===== config.mk =====
export PLATFORM = sky130hd
export DESIGN_NAME = l1_mem_arbiter
export DESIGN_NICKNAME = d
export VERILOG_FILES = /design/src/rtl/l1_arb_pkg.sv /design/src/rtl/l1_mem_arbiter_rr_picker.sv /design/src/rtl/l1_mem_arbiter.sv
export SDC_FILE = /design/constraint.sdc
export NUM_CORES = 1
export LEC_CHECK = 0
export CORE_AREA = 8 8 268 270
export DETAILED_ROUTE_END_ITERATION = 10
export DIE_AREA = 0 0 276 278
export GPL_TIMING_DRIVEN = 0
export SETUP_SLACK_MARGIN = 0.1
export SKIP_LAST_GASP = 1
export SYNTH_ARGS = -nofsm -noshare
export SYNTH_HDL_FRONTEND = slang
export SYNTH_SLANG_ARGS = --single-unit

===== constraint.sdc =====
create_clock -name i_clk -period 5.6 [get_ports i_clk]
set_clock_uncertainty 0.2 [all_clocks]
set_input_delay 0.56 -clock i_clk [delete_from_list [all_inputs] [get_ports i_clk]]
set_output_delay 0.56 -clock i_clk [all_outputs]
set_load 0.02 [all_outputs]

===== src/rtl/l1_arb_pkg.sv =====
// Shared types and defaults for the L1-to-memory line arbiters.
package l1_arb_pkg;

  typedef enum logic {IDLE, BUSY} arb_state_t;
  typedef enum logic {OP_READ, OP_WRITE} mem_op_t;

  localparam int ADDR_W_DEF = 16;
  localparam int LINE_W_DEF = 128;

  // Index width for a channel count; a single channel still needs one bit.
  function automatic int ptr_width(input int n);
    return (n > 1) ? $clog2(n) : 1;
  endfunction

endpackage


===== src/rtl/l1_mem_arbiter_rr_picker.sv =====
// Combinational round-robin picker: first requester at or after i_ptr, wrapping.
module rr_picker
  import l1_arb_pkg::*;
#(
  parameter int N_CH  = 2,
  parameter int PTR_W = ptr_width(N_CH)
) (
  input  logic [N_CH-1:0]  i_req,
  input  logic [PTR_W-1:0] i_ptr,
  output logic             o_valid,
  output logic [PTR_W-1:0] o_grant
);

  // Walk from farthest to nearest so the nearest hit is the final assignment.
  always_comb begin
    o_valid = 1'b0;
    o_grant = '0;
    for (int k = N_CH - 1; k >= 0; k--) begin
      int idx;
      idx = int'(i_ptr) + k;
      if (idx >= N_CH) idx = idx - N_CH;
      if (i_req[idx]) begin
        o_valid = 1'b1;
        o_grant = idx[PTR_W-1:0];
      end
    end
  end

endmodule


===== src/rtl/l1_mem_arbiter.sv =====
// N-channel round-robin arbiter from L1 caches onto one memory line port.
module l1_mem_arbiter
  import l1_arb_pkg::*;
#(
  parameter int N_CH   = 2,
  parameter int ADDR_W = ADDR_W_DEF,
  parameter int LINE_W = LINE_W_DEF
) (
  input  logic                     i_clk,
  input  logic                     i_rst,
  input  logic [N_CH-1:0]          i_ch_read,
  input  logic [N_CH-1:0]          i_ch_write,
  input  logic [N_CH*ADDR_W-1:0]   i_ch_address,
  input  logic [N_CH*LINE_W-1:0]   i_ch_wdata,
  output logic [N_CH-1:0]          o_ch_resp,
  output logic [LINE_W-1:0]        o_ch_rdata,
  output logic                     o_mem_read,
  output logic                     o_mem_write,
  output logic [ADDR_W-1:0]        o_mem_address,
  output logic [LINE_W-1:0]        o_mem_wdata,
  input  logic                     i_mem_resp,
  input  logic [LINE_W-1:0]        i_mem_rdata
);

  localparam int               PTR_W = ptr_width(N_CH);
  localparam logic [PTR_W-1:0] LAST  = PTR_W'(N_CH - 1);

  arb_state_t                     r_state, w_state_nxt;
  logic [PTR_W-1:0]               r_ptr, r_win, w_grant;
  mem_op_t                        r_op;
  logic                           r_strobe;
  logic [ADDR_W-1:0]              r_addr;
  logic [LINE_W-1:0]              r_wdata;
  logic                           w_valid, w_take, w_done;
  logic [N_CH-1:0]                w_req;
  logic [N_CH-1:0][ADDR_W-1:0]    w_addr_arr;
  logic [N_CH-1:0][LINE_W-1:0]    w_wdata_arr;

  assign w_req       = i_ch_read | i_ch_write;
  assign w_addr_arr  = i_ch_address;
  assign w_wdata_arr = i_ch_wdata;

  rr_picker #(.N_CH(N_CH), .PTR_W(PTR_W)) u_pick (
    .i_req   (w_req),
    .i_ptr   (r_ptr),
    .o_valid (w_valid),
    .o_grant (w_grant)
  );

  assign w_take = (r_state == IDLE) && w_valid;
  assign w_done = (r_state == BUSY) && i_mem_resp;

  always_ff @(posedge i_clk or posedge i_rst) begin
    if (i_rst) r_state <= IDLE;
    else       r_state <= w_state_nxt;
  end

  // Completion is reported combinationally so the channel sees rdata in the mem_resp cycle.
  always_comb begin
    w_state_nxt = r_state;
    o_ch_resp   = '0;
    case (r_state)
      IDLE: if (w_valid) w_state_nxt = BUSY;
      BUSY: if (i_mem_resp) begin
        w_state_nxt      = IDLE;
        o_ch_resp[r_win] = 1'b1;
      end
      default: w_state_nxt = IDLE;
    endcase
  end

  // Latch the winner's request so memory is immune to requester changes mid-transaction.
  always_ff @(posedge i_clk or posedge i_rst) begin
    if (i_rst) begin
      r_ptr    <= '0;
      r_win    <= '0;
      r_op     <= OP_READ;
      r_strobe <= 1'b0;
      r_addr   <= '0;
      r_wdata  <= '0;
    end else if (w_take) begin
      r_win    <= w_grant;
      r_op     <= i_ch_write[w_grant] ? OP_WRITE : OP_READ;
      r_strobe <= 1'b1;
      r_addr   <= w_addr_arr[w_grant];
      r_wdata  <= w_wdata_arr[w_grant];
    end else if (w_done) begin
      r_strobe <= 1'b0;
      r_ptr    <= (r_win == LAST) ? '0 : r_win + 1'b1;
    end
  end

  assign o_mem_read    = r_strobe && (r_op == OP_READ);
  assign o_mem_write   = r_strobe && (r_op == OP_WRITE);
  assign o_mem_address = r_addr;
  assign o_mem_wdata   = r_wdata;
  assign o_ch_rdata    = i_mem_rdata;

endmodule

==> summary.md <==
| Metric | Value |
|---|---|
| Status | finished, final reports clean |
| H-tree levels | 4 |
| Area of the die | around 0.077 mm^2 |
| CTS sink count | 149 |
| Total Wirelength | between 60,000 and 70,000 um |
| Clk Latency, worst-skew pair | 0.46 ns |
| RePlAce Congestion | between 0.8 and 0.9 |
| Post-CTS setup repair buffer count | 0 |
| Post-Place Cells | between 2,000 and 2,500 |
| # nets final | roughly 1,900 |
| Reg-to-reg startpoint | r_state$_DFF_PP0_ |
| Die Height | around 280 um |
| Fillers | between 7,000 and 8,000 |
| VDD IR max | 0.2018 mV |
| Mapped Avg Cell Area | roughly 10 um^2 |
| # setup viols final | 0 |
| Hold_buf cts | 0 |
| Design area | approximately 0.016 mm^2 |
| Register-to-register setup slack | a little under 3 ns |
| Final ANT Viol Nets | 0 |
| Area contributors post-synth | dfrtp_1 43%, a2bb2oi_1 15%, a311oi_1 15% |
| Iteration-0 DRC Markers | about 590 |
| CP endpoint kind | output pin |
| Min cycle time layout | between 3 and 4 ns |
| First-pass GRT wire length | approximately 83,000 um |
| 1st-pass router iterations | 5 |
| Overflow after GRT | 0 |
| DR vias | around 10,000 |
| Reg2reg end | o_mem_wdata[45]$_DFFE_PP0P_ |
| IO Pins | around 700 |
| RSZ-0062 raised after global routing | false |
| Clock root cell | clkbuf_16 |
| Power Density | 315.1 mW/mm^2 |
| CTS-repair resized insts | 0 |
| Pin count of the biggest net entering global routing | 82 |
| Ratio of cells with drive above 1 in the final layout | 13.95% |
| Critical Path Source Type | flop |
| Setup TNS | 0 ns |
| Max-slew violation count | 0 |
| Slew margin rel. | about a quarter |
| Final Cycle Share | ~66% |
| Slew @ Worst Pin | approximately 1.1 ns |
| DRC viols | 0 |
| Antenna violations before repair | 13 |
| CP required | about 4.8 ns |
| Layout Utilization | roughly a quarter |
| Final Hold Fails | 0 |
| Sequential fraction of the synthesis area | roughly 43% |
| Min-Delay Path Class | in2async |
| WP data arrival | approximately 2.9 ns |
| Net Count, Synth | about 1,300 |
| Cell Rows | 96 |
| Area share of the leading cell type in the synthesized netlist | 43.39% |
| GRT Total Usage | 14.93% |
| CP startpoint | r_state$_DFF_PP0_ |
| DIE WIDTH | about 280 um |
| CTS tree | done |
| Core footprint | 0.06775 mm^2 |
| Inserted Clock Buffers | 17 |
| Post-synth cell types | 30 |
| Fin cells | between 2,000 and 2,500 |
| Vias/cell | 4.325 |
| Post-DP Area | around 0.015 mm^2 |
| MaxCap Viol Count | 0 |
| Most common cell after layout, fill and taps aside | clkdlybuf4s50_1 |
| Synthesis Warnings | 0 |
| Most frequent cells in the layout | 570 x clkdlybuf4s50_1, 149 x dfrtp_1, 144 x a311oi_1, 144 x a2bb2oi_1, 137 x o21ai_0 |
| Drt wl/cell | roughly 26 um |
| Yosys reg bits | approximately 150 |
| Critical path capture point | o_ch_resp[1] |
| Leading area contributor after synthesis | dfrtp_1 |
| Area delta synth->final | 87.70% |
| Static leakage | about 6 nW |
| FMAX | 272.3 MHz |
| Crit path kind | reg2out |
| DP Wirelength | just under 50,000 um |
| Clock tree buffer depth | 2 |
| Clk pin slew, worst setup/hold paths | about 0.07 ns |
| Initial Utilization | roughly an eighth |
| Vias in the first global route | approximately 11,000 |
| Synth Cell Area | 0.008593 mm^2 |
| R2R cell count | 5 |
| IO buf count | 570 |
| Syn Inst Count | around 840 |
| Critical path peak fanout | 10 |
cell usage after synthesis:
master     count
nor2b_1        1
o21bai_1       1
mux2i_1        1
dfrtp_1      149
a21o_1         1
inv_1          1
a2bb2oi_1    144
buf_1          1
buf_4        132
nor4_4         1
o21ba_1        1
nor3_1         1
clkbuf_1      75
or2_2          1
nor2_1         2
o21ai_0      137
nor2_2         2
and3_1         1
nand2_1        1
and2_1         1
o21ai_1        8
a311oi_1     144
o21a_1         1
nand2b_1       1
a21oi_1        2
buf_6          4
and3b_1        1
buf_2         27
or2_1          1
o31ai_1        1
power breakdown:
group	switching [mW]	leakage [nW]	internal [mW]
clock network	0.562	0.319	0.822
logic	1.16	4.03	1.05
registers	0.168	1.66	1.32
total	1.89	6.02	3.20
through the flow:
stage               hold WS [ns]  total power, mW  worst slack, ns
detailed placement        0.2906            3.739            2.110
global route              0.3368            5.322            1.780
CTS                       0.3078            5.174            1.864
floorplan                 0.2643            2.484           0.8320
finish                    0.3118            5.083            1.927
global placement          0.2925            3.728           -1.973
state kept, by name (all words and copies together) (netlist names):
name	count
o_mem_wdata	128
o_mem_address	16
r_op	1
r_ptr	1
r_state	1
r_strobe	1
r_win	1
layer usage:
metal | GRT usage, % | vias to the layer above | share of wire, %
li1 | - | 4401 | -
met1 | 15.52 | 4966 | 36
met2 | 26.09 | 619 | 50
met3 | 6.977 | 83 | 11
met4 | 5.782 | 18 | 3.4
met5 | 0 | - | 0.19
worst min path at each step:
stage,to,cells after the start,slack [ns]
finish,o_mem_wdata[127]$_DFFE_PP0P_,2,0.31
global route,r_win$_DFFE_PP0P_,1,0.34
detailed placement,r_win$_DFFE_PP0P_,1,0.29
CTS,r_win$_DFFE_PP0P_,1,0.31
global placement,r_win$_DFFE_PP0P_,1,0.29
floorplan,r_win$_DFFE_PP0P_,1,0.26
layout make-up:
type / count / area, um^2 / share of cell area [%]
antenna: 2 / 5.005 / 0.03103
buffer: 239 / 1456 / 9.030
clock buffer: 19 / 452.9 / 2.808
clock inverter: 13 / 219.0 / 1.358
inverter: 1 / 11.26 / 0.06982
multi-input combinational: 455 / 3405 / 21.11
sequential: 149 / 3729 / 23.12
tap: 882 / 1104 / 6.842
timing repair buffer: 572 / 5748 / 35.64
logic make-up after synthesis:
family	count (synthesis)	synth area share (%)
DFF	149	43.39
and+or+nand+nor	14	1.121
muxes	1	0.1165
buffers and inverters	240	16.99
AOI/OAI and AO/OA	440	38.38
critical path, cell delays in order, from the launching register on:
cell	delay (ns)
dfrtp_1	0.32
clkbuf_1	0.32
clkbuf_1	0.87
and3_1	0.30
clkdlybuf4s50_1	0.64
Note: power is estimated with default switching activity, not from simulation.
==> variant 1 (same flow settings) <==
`N_CH` is set to 2 in 2 places; all go to 1.
--- a/src/rtl/l1_mem_arbiter_rr_picker.sv
+++ b/src/rtl/l1_mem_arbiter_rr_picker.sv
@@ -2,7 +2,7 @@
 module rr_picker
   import l1_arb_pkg::*;
 #(
-  parameter int N_CH  = 2,
+  parameter int N_CH  = 1,
   parameter int PTR_W = ptr_width(N_CH)
 ) (
   input  logic [N_CH-1:0]  i_req,
--- a/src/rtl/l1_mem_arbiter.sv
+++ b/src/rtl/l1_mem_arbiter.sv
@@ -2,7 +2,7 @@
 module l1_mem_arbiter
   import l1_arb_pkg::*;
 #(
-  parameter int N_CH   = 2,
+  parameter int N_CH   = 1,
   parameter int ADDR_W = ADDR_W_DEF,
   parameter int LINE_W = LINE_W_DEF
 ) (
Interface: changed (5 resized); port bits go from 699 to 552. No check against the original RTL was run, so the function may have changed too.
==> variant 1 against the original RTL <==
Cell area shrank 22%. Register-to-register slack improved by 0.76 ns. Synthesized cell count fell by 47%. Sequential cell count fell by 2. Fmax increased by 42%. Total power fell by 17%. Worst setup slack improved by 1.1 ns. Area after synthesis shrank 23%. Critical path depth is 1 lower. Clock power fell by 12%. Hold slack got worse by 0.0099 ns. Wire length fell by 57%. First-iteration DRC count down 88%. Critical path type is now input port to output port.
==> variant 1: results (changes against the original RTL) <==
grtUsageTotal: 0.0668  # -0.0825
status: "complete, no violations"
tightest_slew_ns: 0.580  # -0.532 ns
vias_per_cell: 2.83  # -35%
final_layout_size_suffix_gt1_frac: 0.355  # +0.216
drt_pass1_iterations: 3  # -2
grt_pass1_vias: 5950  # -46%
dp.cells: 1754  # -24%
dpl-instance-area_um2: 12000  # -22%
power.switching_mw: 1.33  # -29%
antenna_found_initial: 1  # -12
p_leak_nw: 5.21  # -13%
place_ws_ns: 2.97  # +0.855 ns
seq_power_share: 0.341  # +0.048
hp-class: "register to register"
ys_types: 14  # -53%
portBuffers: 423  # -26%
use_met2: 0.116  # -0.145
postSynthAreaPerCell_um2: 14.8  # +45%
p_per_area_nw_per_um2: 333  # +5.6%
arrival_ns: 1.82  # -1.09 ns
num_vias: 5057  # -50%
nNetsFinal: 1168  # -37%
routed_wl_um: 26000  # -57%
path_max_fanout: 3  # -7
synth_nets: 725  # -43%
drtIter0Drc: 72  # -88%
use_met3: 0.0360  # -0.0338
dr_wl_met3_um: 2620  # -59%
clk-power_mw: 1.21  # -12%
## variant 1: path summary, 6_finish.rpt
path,to,slack [ns],cells after the start
worst max-delay path,o_ch_resp,3.02,3
worst min-delay path,o_mem_wdata[120]$_DFFE_PP0P_,0.30,1
worst max register to register,o_mem_wdata[27]$_DFFE_PP0P_,3.69,5
worst min register to register,o_mem_wdata[120]$_DFFE_PP0P_,0.30,1
max in group asynchronous,o_mem_address[13]$_DFFE_PP0P_,3.99,3
min in group asynchronous,o_mem_wdata[101]$_DFFE_PP0P_,0.32,2
## variant 1: final cells by class
type,instances,area (um^2)
plain buffers,144,1080
repair buffers,424,4260
flip-flops and latches,147,3680
multi-input cells,153,1850
fillers,7390,55100
clock inverters,11,126
diodes,1,2.50
clock buffers,21,470
well taps,882,1100
inverters,4,22.5
## variant 1: critical path: stages
cell and delay [ns]:
clkdlybuf4s50_1 0.45, and2_1 0.18, clkdlybuf4s50_1 0.63
==> variant 2 (config.mk and constraints unchanged) <==
Made on the original files. Reset style: synchronous (`i_rst`), changed in 2 clocked blocks.
--- a/src/rtl/l1_mem_arbiter.sv
+++ b/src/rtl/l1_mem_arbiter.sv
@@ -50,7 +50,7 @@
   assign w_take = (r_state == IDLE) && w_valid;
   assign w_done = (r_state == BUSY) && i_mem_resp;
 
-  always_ff @(posedge i_clk or posedge i_rst) begin
+  always_ff @(posedge i_clk) begin
     if (i_rst) r_state <= IDLE;
     else       r_state <= w_state_nxt;
   end
@@ -70,7 +70,7 @@
   end
 
   // Latch the winner's request so memory is immune to requester changes mid-transaction.
-  always_ff @(posedge i_clk or posedge i_rst) begin
+  always_ff @(posedge i_clk) begin
     if (i_rst) begin
       r_ptr    <= '0;
       r_win    <= '0;
Function: differs if i_rst is asserted again (counterexample within 4 cycles, from zero or initial values and one cycle with i_rst high); with i_rst held inactive, the same outputs for 4 cycles.
==> variant 2 against the original RTL <==
First-iteration DRC count decreased by 23%. Area after synthesis is 9.1% higher. Sequential cell count unchanged. Global-route usage down 0.50 points. Count of clock-buffer cells in the layout fell by 1. Worst setup slack got worse by 0.23 ns. Wire length shrank 3.2%. Total power shrank 21%. Synthesized cell count rose by 19%. Cell area grew 4.4%. Critical path type is now input port to register. Largest power group unchanged. Highest routed layer unchanged.
==> variant 2: results (changes against the original RTL) <==
fillers: 7300  # +0.93%
ys_warn_count: 0  # unchanged
portBuffers: 569  # -0.18%
synth_ff_type: "dfxtp_1"
async_flop_share: 0  # -1.00
status: "complete, no violations"
grt_pass1_wl_um: 81700  # -1.9%
postSynthAreaPerCell_um2: 9.33  # -8.4%
vdd_drop_max_mv: 0.170  # -16%
arrival_ns: 4.00  # +1.09 ns
internal_power_mw: 2.67  # -17%
pg_seq_mw: 1.24  # -17%
r2r_setup_slack_ns: 2.74  # -0.19 ns
grt_max_degree: 17  # -79%
dpl-instance-area_um2: 16200  # +4.7%
cp_slowest_stage_delay_ns: 0.93  # +0.06 ns
core_region_area_um2: 67700  # unchanged
post-cts-setup-buffer-count: 0  # unchanged
yosys-top-cells-count: "149 x dfxtp_1, 147 x a21oi_1, 145 x o21ai_0"
clock_path_buffers: 2  # unchanged
use_met2: 0.255  # -0.00619
ant_nets: 0  # unchanged
grtUsageMet1: 0.154  # -0.00133
min_period_ns: 3.90  # +0.231 ns
grtUsageTotal: 0.144  # -0.00501
clkPwrFrac: 0.336  # +0.064
h-tree-depth: 4  # unchanged
num_vias: 10538  # +4.5%
ys_top_cells_by_area: "dfxtp_1 32%, a311oi_2 22%, nand3b_1 12%"
gp_congestion: 0.847  # -0.48%
tightest_slew_ns: 1.21  # +0.0963 ns
largest_reg_flops: 128  # unchanged
place_ws_ns: 1.00  # -1.11 ns
hold_ws_ns: 0.291  # -0.0210 ns
antenna_found_initial: 8  # -5
p_leak_nw: 5.58  # -7.2%
nNetsFinal: 2016  # +8.5%
grt_pass1_vias: 11627  # +6.0%
drtIter0Drc: 458  # -23%
clk-power_mw: 1.35
ys_types: 29  # -3.3%
drt-wirelength-per-cell_um: 23.3  # -9.4%
use_met3: 0.0560  # -0.0137
fin_cells: 2491  # +6.8%
synth_nets: 1428  # +13%
hp-class: "register to register"
final_layout_size_suffix_gt1_frac: 0.204  # +0.0649
worst_path_max_delay_cell: "nor2_2"
hpwl_um: 47600  # -3.4%
ys_seq_area_frac: 0.318  # -0.116
variant 2: changes by cell type after synthesis, sizes merged, moves of 2 or more:
cell / delta
dfxtp: +149
or2: -2
clkbuf: +15
a21oi: +145
a2bb2oi: -144
dfrtp: -149
nand3b: +144
variant 2: path summary, 6_finish.rpt:
path / from / endpoint / cells past startpoint
worst max register to register: r_state$_SDFF_PP0_ / o_mem_wdata[36]$_SDFFE_PP0P_ / 5
worst max-delay path: i_ch_write[1] / o_mem_wdata[36]$_SDFFE_PP0P_ / 7
worst min register to register: r_strobe$_SDFFE_PP0P_ / r_strobe$_SDFFE_PP0P_ / 1
worst min-delay path: r_strobe$_SDFFE_PP0P_ / r_strobe$_SDFFE_PP0P_ / 1
variant 2: metal layers:
layer | part of all wire | wire length (um) | vias up
met4 | 0.036 | 2120 | 6
met3 | 0.082 | 4760 | 90
li1 | - | - | 4877
met5 | 0.00070 | 41 | -
met2 | 0.49 | 28800 | 546
met1 | 0.39 | 22500 | 5019
variant 2: cells by family after synthesis:
group,share of synthesized area
DFF,0.318
and+or+nand+nor,0.124
AOI/OAI and AO/OA,0.390
buffers and inverters,0.168
variant 2: worst register-to-register path, cell delays in order, from the launching register on:
cell      delay [ns]
dfxtp_1         0.38
inv_1           0.12
clkbuf_1        0.83
clkbuf_1        0.53
a21oi_1         0.27
a311oi_2        0.41
variant 2: cell type report:
class                   count  area [um^2]  share of cell area
diodes                      4         10.0            0.000595
plain buffers             255         1570              0.0935
clock buffers              18          429              0.0255
clock inverters            13          220              0.0131
inverters                   1         3.75            0.000223
multi-input cells         600         4820               0.286
flip-flops and latches    149         2980               0.177
well taps                 882         1100              0.0655
repair buffers            569         5700               0.338
